<file path="config.mk">
export PLATFORM = sky130hd
export DESIGN_NAME = fetch_unit_flat
export DESIGN_NICKNAME = d
export VERILOG_FILES = /design/src/rtl/fetch_unit_if.sv /design/src/rtl/fetch_unit.sv /design/src/flat_wrapper.sv
export SDC_FILE = /design/constraint.sdc
export NUM_CORES = 1
export LEC_CHECK = 0
export CAP_MARGIN = 30
export CELL_PAD_IN_SITES_DETAIL_PLACEMENT = 2
export CELL_PAD_IN_SITES_GLOBAL_PLACEMENT = 2
export CORE_ASPECT_RATIO = 0.8
export CORE_MARGIN = 2
export CORE_UTILIZATION = 30
export DETAILED_ROUTE_END_ITERATION = 16
export PLACE_DENSITY_LB_ADDON = 0.1
export SYNTH_ARGS = -nofsm -noshare
export SYNTH_HDL_FRONTEND = slang
export SYNTH_SLANG_ARGS = --single-unit
</file>
<file path="constraint.sdc">
create_clock -name clk -period 17.9 [get_ports clk]
set_input_delay 5.37 -clock clk [delete_from_list [all_inputs] [get_ports clk]]
set_output_delay 5.37 -clock clk [all_outputs]
set_load 0.005 [all_outputs]
</file>
<file path="src/rtl/fetch_unit_if.sv">
// fetch_unit_if: instruction-memory request/response bus between the fetch unit and memory.
//   imem_req    fetch -> mem  request valid (at most one outstanding)
//   imem_addr   fetch -> mem  word-aligned request address
//   imem_gnt    mem -> fetch  request accepted this cycle
//   imem_rvalid mem -> fetch  response data valid
//   imem_rdata  mem -> fetch  instruction word
interface fetch_unit_if;
    logic        imem_req;
    logic [31:0] imem_addr;
    logic        imem_gnt;
    logic        imem_rvalid;
    logic [31:0] imem_rdata;
    modport master (output imem_req, imem_addr, input imem_gnt, imem_rvalid, imem_rdata);
    modport slave  (input imem_req, imem_addr, output imem_gnt, imem_rvalid, imem_rdata);
endinterface

</file>
<file path="src/rtl/fetch_unit.sv">
// fetch_unit: single-outstanding instruction fetcher with a one-entry skid buffer and redirect flush.
//   clk               clock, rising edge
//   rst               asynchronous active-high reset
//   stall_i           IF/ID hold; presented instruction must not change while held
//   redirect_valid_i  taken branch/jump; flushes fetch, highest priority
//   redirect_pc_i     new fetch address ([1:0] ignored)
//   imem              instruction-memory bus (master side)
//   if_valid_o        instruction presented to IF/ID
//   if_pc_o           address of presented instruction
//   if_instr_o        presented instruction
module fetch_unit #(
    parameter logic [31:0] RESET_PC = 32'h0000_0000
) (
    input  logic         clk,
    input  logic         rst,
    input  logic         stall_i,
    input  logic         redirect_valid_i,
    input  logic [31:0]  redirect_pc_i,
    fetch_unit_if.master imem,
    output logic         if_valid_o,
    output logic [31:0]  if_pc_o,
    output logic [31:0]  if_instr_o
);
    typedef enum logic [1:0] {S_REQ, S_WAIT, S_HOLD} state_t;

    state_t      state_q, state_d;
    logic [31:0] pc_q, pc_d, req_pc_q, req_pc_d;
    logic        drop_q, drop_d;
    logic        skid_valid_q, skid_valid_d;
    logic [31:0] skid_pc_q, skid_pc_d, skid_instr_q, skid_instr_d;
    logic        if_valid_q, if_valid_d;
    logic [31:0] if_pc_q, if_pc_d, if_instr_q, if_instr_d;
    logic [31:0] redirect_pc;
    logic        slot_free;

    assign redirect_pc    = {redirect_pc_i[31:2], 2'b00};
    assign slot_free      = !if_valid_q || !stall_i;
    assign imem.imem_req  = state_q == S_REQ;
    assign imem.imem_addr = {pc_q[31:2], 2'b00};
    assign if_valid_o     = if_valid_q;
    assign if_pc_o        = if_pc_q;
    assign if_instr_o     = if_instr_q;

    always_comb begin
        state_d      = state_q;
        pc_d         = pc_q;
        req_pc_d     = req_pc_q;
        drop_d       = drop_q;
        skid_valid_d = skid_valid_q;
        skid_pc_d    = skid_pc_q;
        skid_instr_d = skid_instr_q;
        // a presented instruction is consumed unless held by stall
        if_valid_d   = if_valid_q && stall_i;
        if_pc_d      = if_pc_q;
        if_instr_d   = if_instr_q;
        if (redirect_valid_i) begin
            if_valid_d   = 1'b0;
            skid_valid_d = 1'b0;
            skid_pc_d    = '0;
            skid_instr_d = '0;
            pc_d         = redirect_pc;
            state_d      = S_REQ;
            drop_d       = 1'b0;
            // a request granted now, or still awaiting data, belongs to the old path
            if ((state_q == S_REQ && imem.imem_gnt) || (state_q == S_WAIT && !imem.imem_rvalid)) begin
                state_d = S_WAIT;
                drop_d  = 1'b1;
            end
        end else begin
            case (state_q)
                S_REQ: if (imem.imem_gnt) begin
                    req_pc_d = pc_q;
                    pc_d     = pc_q + 32'd4;
                    state_d  = S_WAIT;
                end
                S_WAIT: if (imem.imem_rvalid) begin
                    state_d = S_REQ;
                    drop_d  = 1'b0;
                    if (!drop_q && slot_free) begin
                        if_valid_d = 1'b1;
                        if_pc_d    = req_pc_q;
                        if_instr_d = imem.imem_rdata;
                    end else if (!drop_q) begin
                        skid_valid_d = 1'b1;
                        skid_pc_d    = req_pc_q;
                        skid_instr_d = imem.imem_rdata;
                        state_d      = S_HOLD;
                    end
                end
                S_HOLD: if (!stall_i) begin
                    if_valid_d   = skid_valid_q;
                    if_pc_d      = skid_pc_q;
                    if_instr_d   = skid_instr_q;
                    skid_valid_d = 1'b0;
                    skid_pc_d    = '0;
                    skid_instr_d = '0;
                    state_d      = S_REQ;
                end
                default: state_d = S_REQ;
            endcase
        end
    end

    always_ff @(posedge clk or posedge rst) begin
        if (rst) begin
            state_q      <= S_REQ;
            pc_q         <= RESET_PC;
            req_pc_q     <= '0;
            drop_q       <= 1'b0;
            skid_valid_q <= 1'b0;
            skid_pc_q    <= '0;
            skid_instr_q <= '0;
            if_valid_q   <= 1'b0;
            if_pc_q      <= '0;
            if_instr_q   <= '0;
        end else begin
            state_q      <= state_d;
            pc_q         <= pc_d;
            req_pc_q     <= req_pc_d;
            drop_q       <= drop_d;
            skid_valid_q <= skid_valid_d;
            skid_pc_q    <= skid_pc_d;
            skid_instr_q <= skid_instr_d;
            if_valid_q   <= if_valid_d;
            if_pc_q      <= if_pc_d;
            if_instr_q   <= if_instr_d;
        end
    end
endmodule

</file>
<file path="src/flat_wrapper.sv">
// flat-port wrapper written by rule: the top's interface ports become plain ports
module fetch_unit_flat 
#(
    parameter logic [31:0] RESET_PC = 32'h0000_0000
)
  (clk, rst, stall_i, redirect_valid_i, redirect_pc_i, if_valid_o, if_pc_o, if_instr_o, imem_imem_req, imem_imem_addr, imem_imem_gnt, imem_imem_rvalid, imem_imem_rdata);
  fetch_unit_if imem_i ();
  input  logic clk;
  input  logic rst;
  input  logic stall_i;
  input  logic redirect_valid_i;
  input  logic [31:0] redirect_pc_i;
  output logic if_valid_o;
  output logic [31:0] if_pc_o;
  output logic [31:0] if_instr_o;
  output wire logic [$bits(imem_i.imem_req)-1:0] imem_imem_req;
  output wire logic [$bits(imem_i.imem_addr)-1:0] imem_imem_addr;
  input wire logic [$bits(imem_i.imem_gnt)-1:0] imem_imem_gnt;
  input wire logic [$bits(imem_i.imem_rvalid)-1:0] imem_imem_rvalid;
  input wire logic [$bits(imem_i.imem_rdata)-1:0] imem_imem_rdata;
  assign imem_imem_req = imem_i.imem_req;
  assign imem_imem_addr = imem_i.imem_addr;
  assign imem_i.imem_gnt = imem_imem_gnt;
  assign imem_i.imem_rvalid = imem_imem_rvalid;
  assign imem_i.imem_rdata = imem_imem_rdata;
  fetch_unit #(.RESET_PC(RESET_PC)) u_core (.clk(clk), .rst(rst), .stall_i(stall_i), .redirect_valid_i(redirect_valid_i), .redirect_pc_i(redirect_pc_i), .imem(imem_i), .if_valid_o(if_valid_o), .if_pc_o(if_pc_o), .if_instr_o(if_instr_o));
endmodule
</file>
==> results of run 1 <==
flip-flops by register name, indices dropped and copies added, names as in the netlist:
| register | cells |
|---|---|
| u_core.skid_valid_q | 1 |
| u_core.if_pc_o | 31 |
| u_core.skid_instr_q | 32 |
| u_core.req_pc_q | 30 |
| u_core.skid_pc_q | 31 |
| u_core.drop_q | 1 |
| u_core.pc_q | 30 |
| u_core.state_q | 2 |
| u_core.if_valid_o | 1 |
| u_core.if_instr_o | 32 |
how the worst min path moves through the flow:
stage | start | to | slack (ns) | depth (start not counted)
after global routing | u_core.skid_pc_q[30]$_DFFE_PP0P_ | u_core.skid_pc_q[30]$_DFFE_PP0P_ | 0.52 | 1
after detailed placement | u_core.skid_valid_q$_DFFE_PP0P_ | u_core.skid_valid_q$_DFFE_PP0P_ | 0.48 | 1
after CTS | u_core.skid_valid_q$_DFFE_PP0P_ | u_core.skid_valid_q$_DFFE_PP0P_ | 0.50 | 1
after floorplan | u_core.skid_valid_q$_DFFE_PP0P_ | u_core.skid_valid_q$_DFFE_PP0P_ | 0.45 | 1
final | u_core.skid_valid_q$_DFFE_PP0P_ | u_core.skid_valid_q$_DFFE_PP0P_ | 0.50 | 1
after global placement | u_core.skid_pc_q[1]$_DFFE_PP0P_ | u_core.skid_pc_q[1]$_DFFE_PP0P_ | 0.47 | 1
kinds of logic (layout without fill, tap and decap cells):
family | after synthesis | after routing | synth area share, %
XOR/XNOR | 10 | 10 | 0.992
AO/OA/AOI/OAI | 120 | 120 | 10.4
AND/OR/NAND/NOR | 126 | 126 | 7.83
multiplexers | 154 | 154 | 22.1
adder cells (fa/ha/maj) | 4 | 4 | 0.567
flip-flops | 191 | 191 | 54.1
other | 1 | 2 | 0.0425
buffers and inverters | 58 | 209 | 3.92
metrics by stage:
stage               cells  setup WS (ns)  cell area [µm²]  util, %
floorplan             665           7.33             8840        -
global placement     1161           9.73            10700     36.7
detailed placement   1162           9.64            10700     36.8
CTS                  1192          10.12            11300     38.8
global route         1193           9.99            11300     38.9
finish               1193          10.12            11300     38.9
placed cells by master (no fill, tap or decap), types with 2 or more instances in the layout:
cell type	netlist	routed
and3_1	6	6
a22o_1	62	62
and2_1	4	3
a21oi_1	3	3
xnor2_1	4	4
clkinv_4	0	4
nand4_1	7	7
buf_4	5	6
nand3_1	19	19
bufinv_16	0	2
o211ai_1	8	8
clkdlybuf4s50_1	0	163
nor3b_1	2	2
nand2_1	39	39
inv_6	0	3
o31ai_1	13	13
clkbuf_16	0	17
or4_1	17	17
mux2_2	93	93
xor2_1	6	6
a31oi_1	12	12
mux2_4	59	59
inv_1	8	7
or3_1	3	2
mux2i_1	2	2
nand2b_1	3	3
conb_1	1	2
and4_1	3	3
ha_1	4	3
buf_16	0	2
nor2b_1	2	2
o21ai_0	17	17
nor2_1	13	13
dfrtp_1	191	191
synth_stat cells (2+ instances only):
cell,count,area (µm²)
and4_1,3,26.3
o211ai_1,8,60.1
mux2i_1,2,20.0
nand3_1,19,95.1
buf_1,2,7.51
ha_1,4,50.1
o31ai_1,13,97.6
xor2_1,6,52.6
or4_1,17,128
nand2b_1,3,18.8
mux2_4,59,886
o21ai_0,17,85.1
inv_1,8,30.0
mux2_2,93,1050
nor3b_1,2,15.0
or3_1,3,18.8
nand2_1,39,146
buf_6,12,135
xnor2_1,4,35.0
a31oi_1,12,75.1
nor2_1,13,48.8
a22o_1,62,543
clkbuf_1,15,56.3
and3_1,6,37.5
a21oi_1,3,15.0
buf_2,15,75.1
nand4_1,7,43.8
nor2b_1,2,12.5
and2_1,4,25.0
buf_4,5,37.5
dfrtp_1,191,4780
power groups by stage:
stage | Sequential [W] | Combinational, W | Clock, W
global route | 0.000657 | 0.000542 | 0.000417
floorplan | 0.000626 | 0.000274 | 0
finish | 0.000639 | 0.000503 | 0.000385
CTS | 0.000641 | 0.000512 | 0.000399
detailed placement | 0.000648 | 0.000508 | 0
global placement | 0.000640 | 0.000494 | 0
cell type report:
cell class / count / area, µm² / area share (%)
sequential: 191 / 4780 / 42.2
timing repair buffer: 171 / 1730 / 15.3
inverter: 8 / 37.5 / 0.331
clock inverter: 11 / 134 / 1.18
clock buffer: 19 / 443 / 3.91
tap: 377 / 472 / 4.16
multi-input combinational: 416 / 3740 / 33.0
routing by layer:
| metal | vias up | track usage (%) | part of all wire, % | wire length (µm) |
|---|---|---|---|---|
| met3 | 15 | 3.43 | 3.3 | 832 |
| met1 | 3198 | 25.2 | 51 | 13200 |
| li1 | 2717 | - | - | - |
| met4 | 0 | 3.68 | 0.86 | 221 |
| met2 | 123 | 26.8 | 44 | 11400 |
| met5 | - | 0 | 0 | 0 |
==> run metrics, run 1 <==
Initial DRT Pass Iterations=4; post-cts resize count=0; vias in the first global route=6794; DP Wirelength=16.6 mm; Required @ worst endpoint=18.22 ns; Vias/cell=5.07; CP endpoint=u_core.if_instr_o[29]$_DFFE_PP0P_; Yosys warning total=0; die area=0.0308 mm²; DRC=0; Min-Delay Path Class=flop to flop; Yosys cell types=46; RSZ-0062 raised after global routing=false; dominant synthesized flop cell=dfrtp_1; Vias=6053; Net Sw Power=0.000433 W; r2r setup slk=14.84 ns; sequential share of power=41.8%; Fin. Hold Viols=0; Post-Synthesis Cell Area=0.00883 mm²; switch share=28.4%; antenna violations before repair=0; startpoint type of the worst setup path=input pin; initial core utilization=30.3%; Root Buffer=clkbuf_16; crit path cell chain=clkdlybuf4s50_1 -> nand2_1 -> a31oi_1 -> or3_4 -> buf_4 -> mux2_2; Slew Limit Fails=0; internal cell power=0.00109 W; gpl congestion=0.734; WL/cell=21.4 µm; fmax=0.129 GHz; Worst-Skew Late Latency=0.43 ns; Fillers=2950; Initial DRC Count=183; final net count=879; Top Family by Delay on Critical Path=buffers and inverters; kind of end point of the critical path=flop; Worst-Margin Slew=0.961 ns; Post-synth EDFFs=0; WHS=0.498 ns; CTS tree=done; io pins=168; delay of the slowest critical-path stage=0.71 ns; post-route ant nets=0; Port Buffer Count=163; Crit Reg-Reg Endpoint=u_core.if_instr_o[29]$_DFFE_PP0P_; Routed WL=25.6 mm; clock group share of total power=25.2%; Buf/Inv on CP=2; Clock Skews=0.00902 ns; core footprint=0.0291 mm²; logic gate share of total power=33.0%; Ant. Diodes=0; worst vdd ir=0.0605 mV; wire length of the first global-routing pass=40.9 mm; layout cells sized above 1=24.3%; Max Cap Viol=0; Power Total=0.00153 W; power per standard cell area=135 mW/mm²; row cnt=56; Area growth, synth to finish=28.3%; Overflow after GRT=0; static leakage=4.92 nW; Die H=157 µm; largest net degree at the start of global routing=120; slew margin rel.=35.9%; Cells after Synth=664; postcts setup bufs=0; clk slew on worst S/H paths=0.07 ns; Synth Register Bits=191; H-tree depth=4; Seq/Total Area, Yosys=54.1%; Worst Path Arrival=8.10 ns; min Tclk post-route=7.78 ns; Crit-path slowest cell=buf_4; Crit path depth=6; total negative slack=0 ns; chip width=196 µm; Worst setup startpoint=stall_i; TritonCTS Buffers=17; setup violators final=0; cts hold-fix bufs=0; status=finished clean; CTS Sinks=191; Crit Path Category=input pin to flop; Tcrit/Tclk final=43.5%; GRT Total Usage=17.3%; r2r startpoint=u_core.state_q[1]$_DFFE_PP0P_; Synth async-reset ratio=100%; Bufs on Longest Clock Path=2; post-synthesis average cell area=13.3 µm²; Crit Path Max Fanout=36; R2R cell count=7
(Power assumes the default switching activity.)
==> run 2: changes to the inputs <==
==> constraint.sdc (replaced) <==
create_clock -name clk -period 6.95 [get_ports clk]
set_input_delay 2.085 -clock clk [delete_from_list [all_inputs] [get_ports clk]]
set_output_delay 2.085 -clock clk [all_outputs]
set_load 0.005 [all_outputs]
==> run 2 against run 1 <==
Effect of this change: register-to-register slack got worse by 11 ns; total power rose to 2.6 times the previous value; combinational power rose to 2.6 times the previous value; sequential cell count did not move; worst hold slack got worse by 0.0054 ns; critical path type unchanged.
==> run metrics, run 2 (same netlist as run 1, synthesis figures left out) <==
status=finished clean (unchanged); kind of end point of the critical path=flop (unchanged); DP Wirelength=17.1 mm (was 16.6 mm); chip width=196 µm (unchanged); die area=0.0308 mm² (unchanged); antenna violations before repair=0 (unchanged); static leakage=4.92 nW (about the same); DRC=0 (unchanged); wire length of the first global-routing pass=41.5 mm (was 40.9 mm); post-route ant nets=0 (unchanged); clk slew on worst S/H paths=0.08 ns (was 0.07 ns); Worst Path Arrival=4.77 ns (was 8.10 ns); Required @ worst endpoint=7.28 ns (was 18.22 ns); Overflow after GRT=0 (unchanged); Top Family by Delay on Critical Path=buffers and inverters (unchanged); Buf/Inv on CP=2 (unchanged); placed inst area=0.0108 mm² (was 0.0107 mm²); Tcrit/Tclk final=63.9%; Crit-path slowest cell=or3_4 (was buf_4); fmax=0.225 GHz; CTS tree=done (unchanged); total negative slack=0 ns (unchanged); startpoint type of the worst setup path=input pin (unchanged); min Tclk post-route=4.44 ns; cts hold-fix bufs=0 (unchanged); initial core utilization=30.3% (unchanged); Area growth, synth to finish=28.4% (was 28.3%); WL/cell=21.5 µm (was 21.4 µm); RSZ-0062 raised after global routing=false (unchanged); delay of the slowest critical-path stage=0.77 ns (was 0.71 ns); Worst-Margin Slew=0.927 ns (was 0.961 ns); layout cells sized above 1=24.5% (was 24.3%); io pins=168 (unchanged); Finished Layout Cells=1198 (was 1193); Slew Limit Fails=0 (unchanged); Bufs on Longest Clock Path=2 (unchanged); Clock Skews=0.0105 ns (was 0.00902 ns); setup violators final=0 (unchanged); gpl congestion=0.721 (was 0.734); crit path cell chain=clkdlybuf4s50_1 -> nand2_1 -> a31oi_1 -> or3_4 -> buf_4 -> mux2_2 (unchanged); postcts setup bufs=0 (unchanged); most frequent cells in the layout=dfrtp_1 (191), clkdlybuf4s50_1 (163), mux2_2 (93) (unchanged); Fin. Hold Viols=0 (unchanged); Crit Path Category=input pin to flop (unchanged); largest net degree at the start of global routing=129 (was 120); Crit Path Max Fanout=44 (was 36); GRT Total Usage=17.5% (was 17.3%); slew margin rel.=38.2% (was 35.9%); H-tree depth=4 (unchanged); core footprint=0.0291 mm² (unchanged); Die H=157 µm (unchanged); TritonCTS Buffers=17 (unchanged); final net count=881 (was 879); Final Cell Area=0.0113 mm² (about the same); Max Cap Viol=0 (unchanged); Vias/cell=5.07 (about the same); power per standard cell area=343 mW/mm² (was 135 mW/mm²); vias in the first global route=6967 (was 6794); Initial DRT Pass Iterations=4 (unchanged); Port Buffer Count=163 (unchanged); row cnt=56 (unchanged); Worst-Skew Late Latency=0.43 ns (about the same); Routed WL=25.8 mm (was 25.6 mm); Min-Delay Path Class=flop to flop (unchanged); CTS Sinks=191 (unchanged); dpl cells=1165 (was 1162); Vias=6079 (was 6053); utilization after layout=38.9% (about the same); commonest non-fill, non-tap cell in the layout=dfrtp_1 (unchanged); post-cts resize count=0 (unchanged); Power Total=0.00389 W (was 0.00153 W); Initial DRC Count=149 (was 183); Root Buffer=clkbuf_16 (unchanged); worst vdd ir=0.162 mV (was 0.0605 mV)
[run 2: cell count changes in the layout (fill, tap and decap cells not counted), sizes merged]
cell / delta
buf: +2
bufinv: -2
clkbuf: +2
clkinvlp: +1
diode: +1
inv: +1
[run 2: power by group]
group / switching (W) / internal (W) / total [W]
Clock: 0.000465 / 0.000489 / 0.000954
Combinational: 0.000426 / 0.000863 / 0.00129
Sequential: 0.000239 / 0.00141 / 0.00165
[run 2: metrics by stage]
| stage | setup slack (ns) | hold WS, ns |
|---|---|---|
| floorplan | 2.40 | 0.449 |
| global placement | 1.91 | 0.468 |
| detailed placement | 2.00 | 0.475 |
| CTS | 2.49 | 0.498 |
| global route | 2.41 | 0.524 |
| finish | 2.51 | 0.493 |
[run 2: final timing paths]
path                                            startpoint                           endpoint  slack [ns]  depth (start not counted)
max                                                stall_i  u_core.if_instr_o[29]$_DFFE_PP0P_        2.51                          6
min                        u_core.skid_pc_q[1]$_DFFE_PP0P_    u_core.skid_pc_q[1]$_DFFE_PP0P_        0.49                          1
max reg2reg                  u_core.state_q[1]$_DFFE_PP0P_  u_core.if_instr_o[29]$_DFFE_PP0P_        3.83                          7
min reg2reg                u_core.skid_pc_q[1]$_DFFE_PP0P_    u_core.skid_pc_q[1]$_DFFE_PP0P_        0.49                          1
max in group asynchronous                              rst  u_core.if_instr_o[10]$_DFFE_PP0P_        4.07                          3
min in group asynchronous                              rst  u_core.if_instr_o[31]$_DFFE_PP0P_        2.23                          3
[run 2: area by class of cell]
| class | count | area (µm²) |
|---|---|---|
| Clock inverter | 11 | 101 |
| Timing Repair Buffer | 173 | 1750 |
| Multi-Input combinational cell | 416 | 3740 |
| Inverter | 8 | 33.8 |
| Sequential cell | 191 | 4780 |
| Tap cell | 377 | 472 |
| Antenna cell | 1 | 2.50 |
| Clock buffer | 21 | 460 |
| Fill cell | 2943 | 17800 |
[run 2: layer usage]
layer  share of wire, %  global-route usage, %  vias up
met1                 49                   24.3     3210
li1                   -                      -     2729
met5                  0                      0        -
met4                1.0                   4.62        0
met2                 45                   27.7      122
met3                4.3                   3.75       18
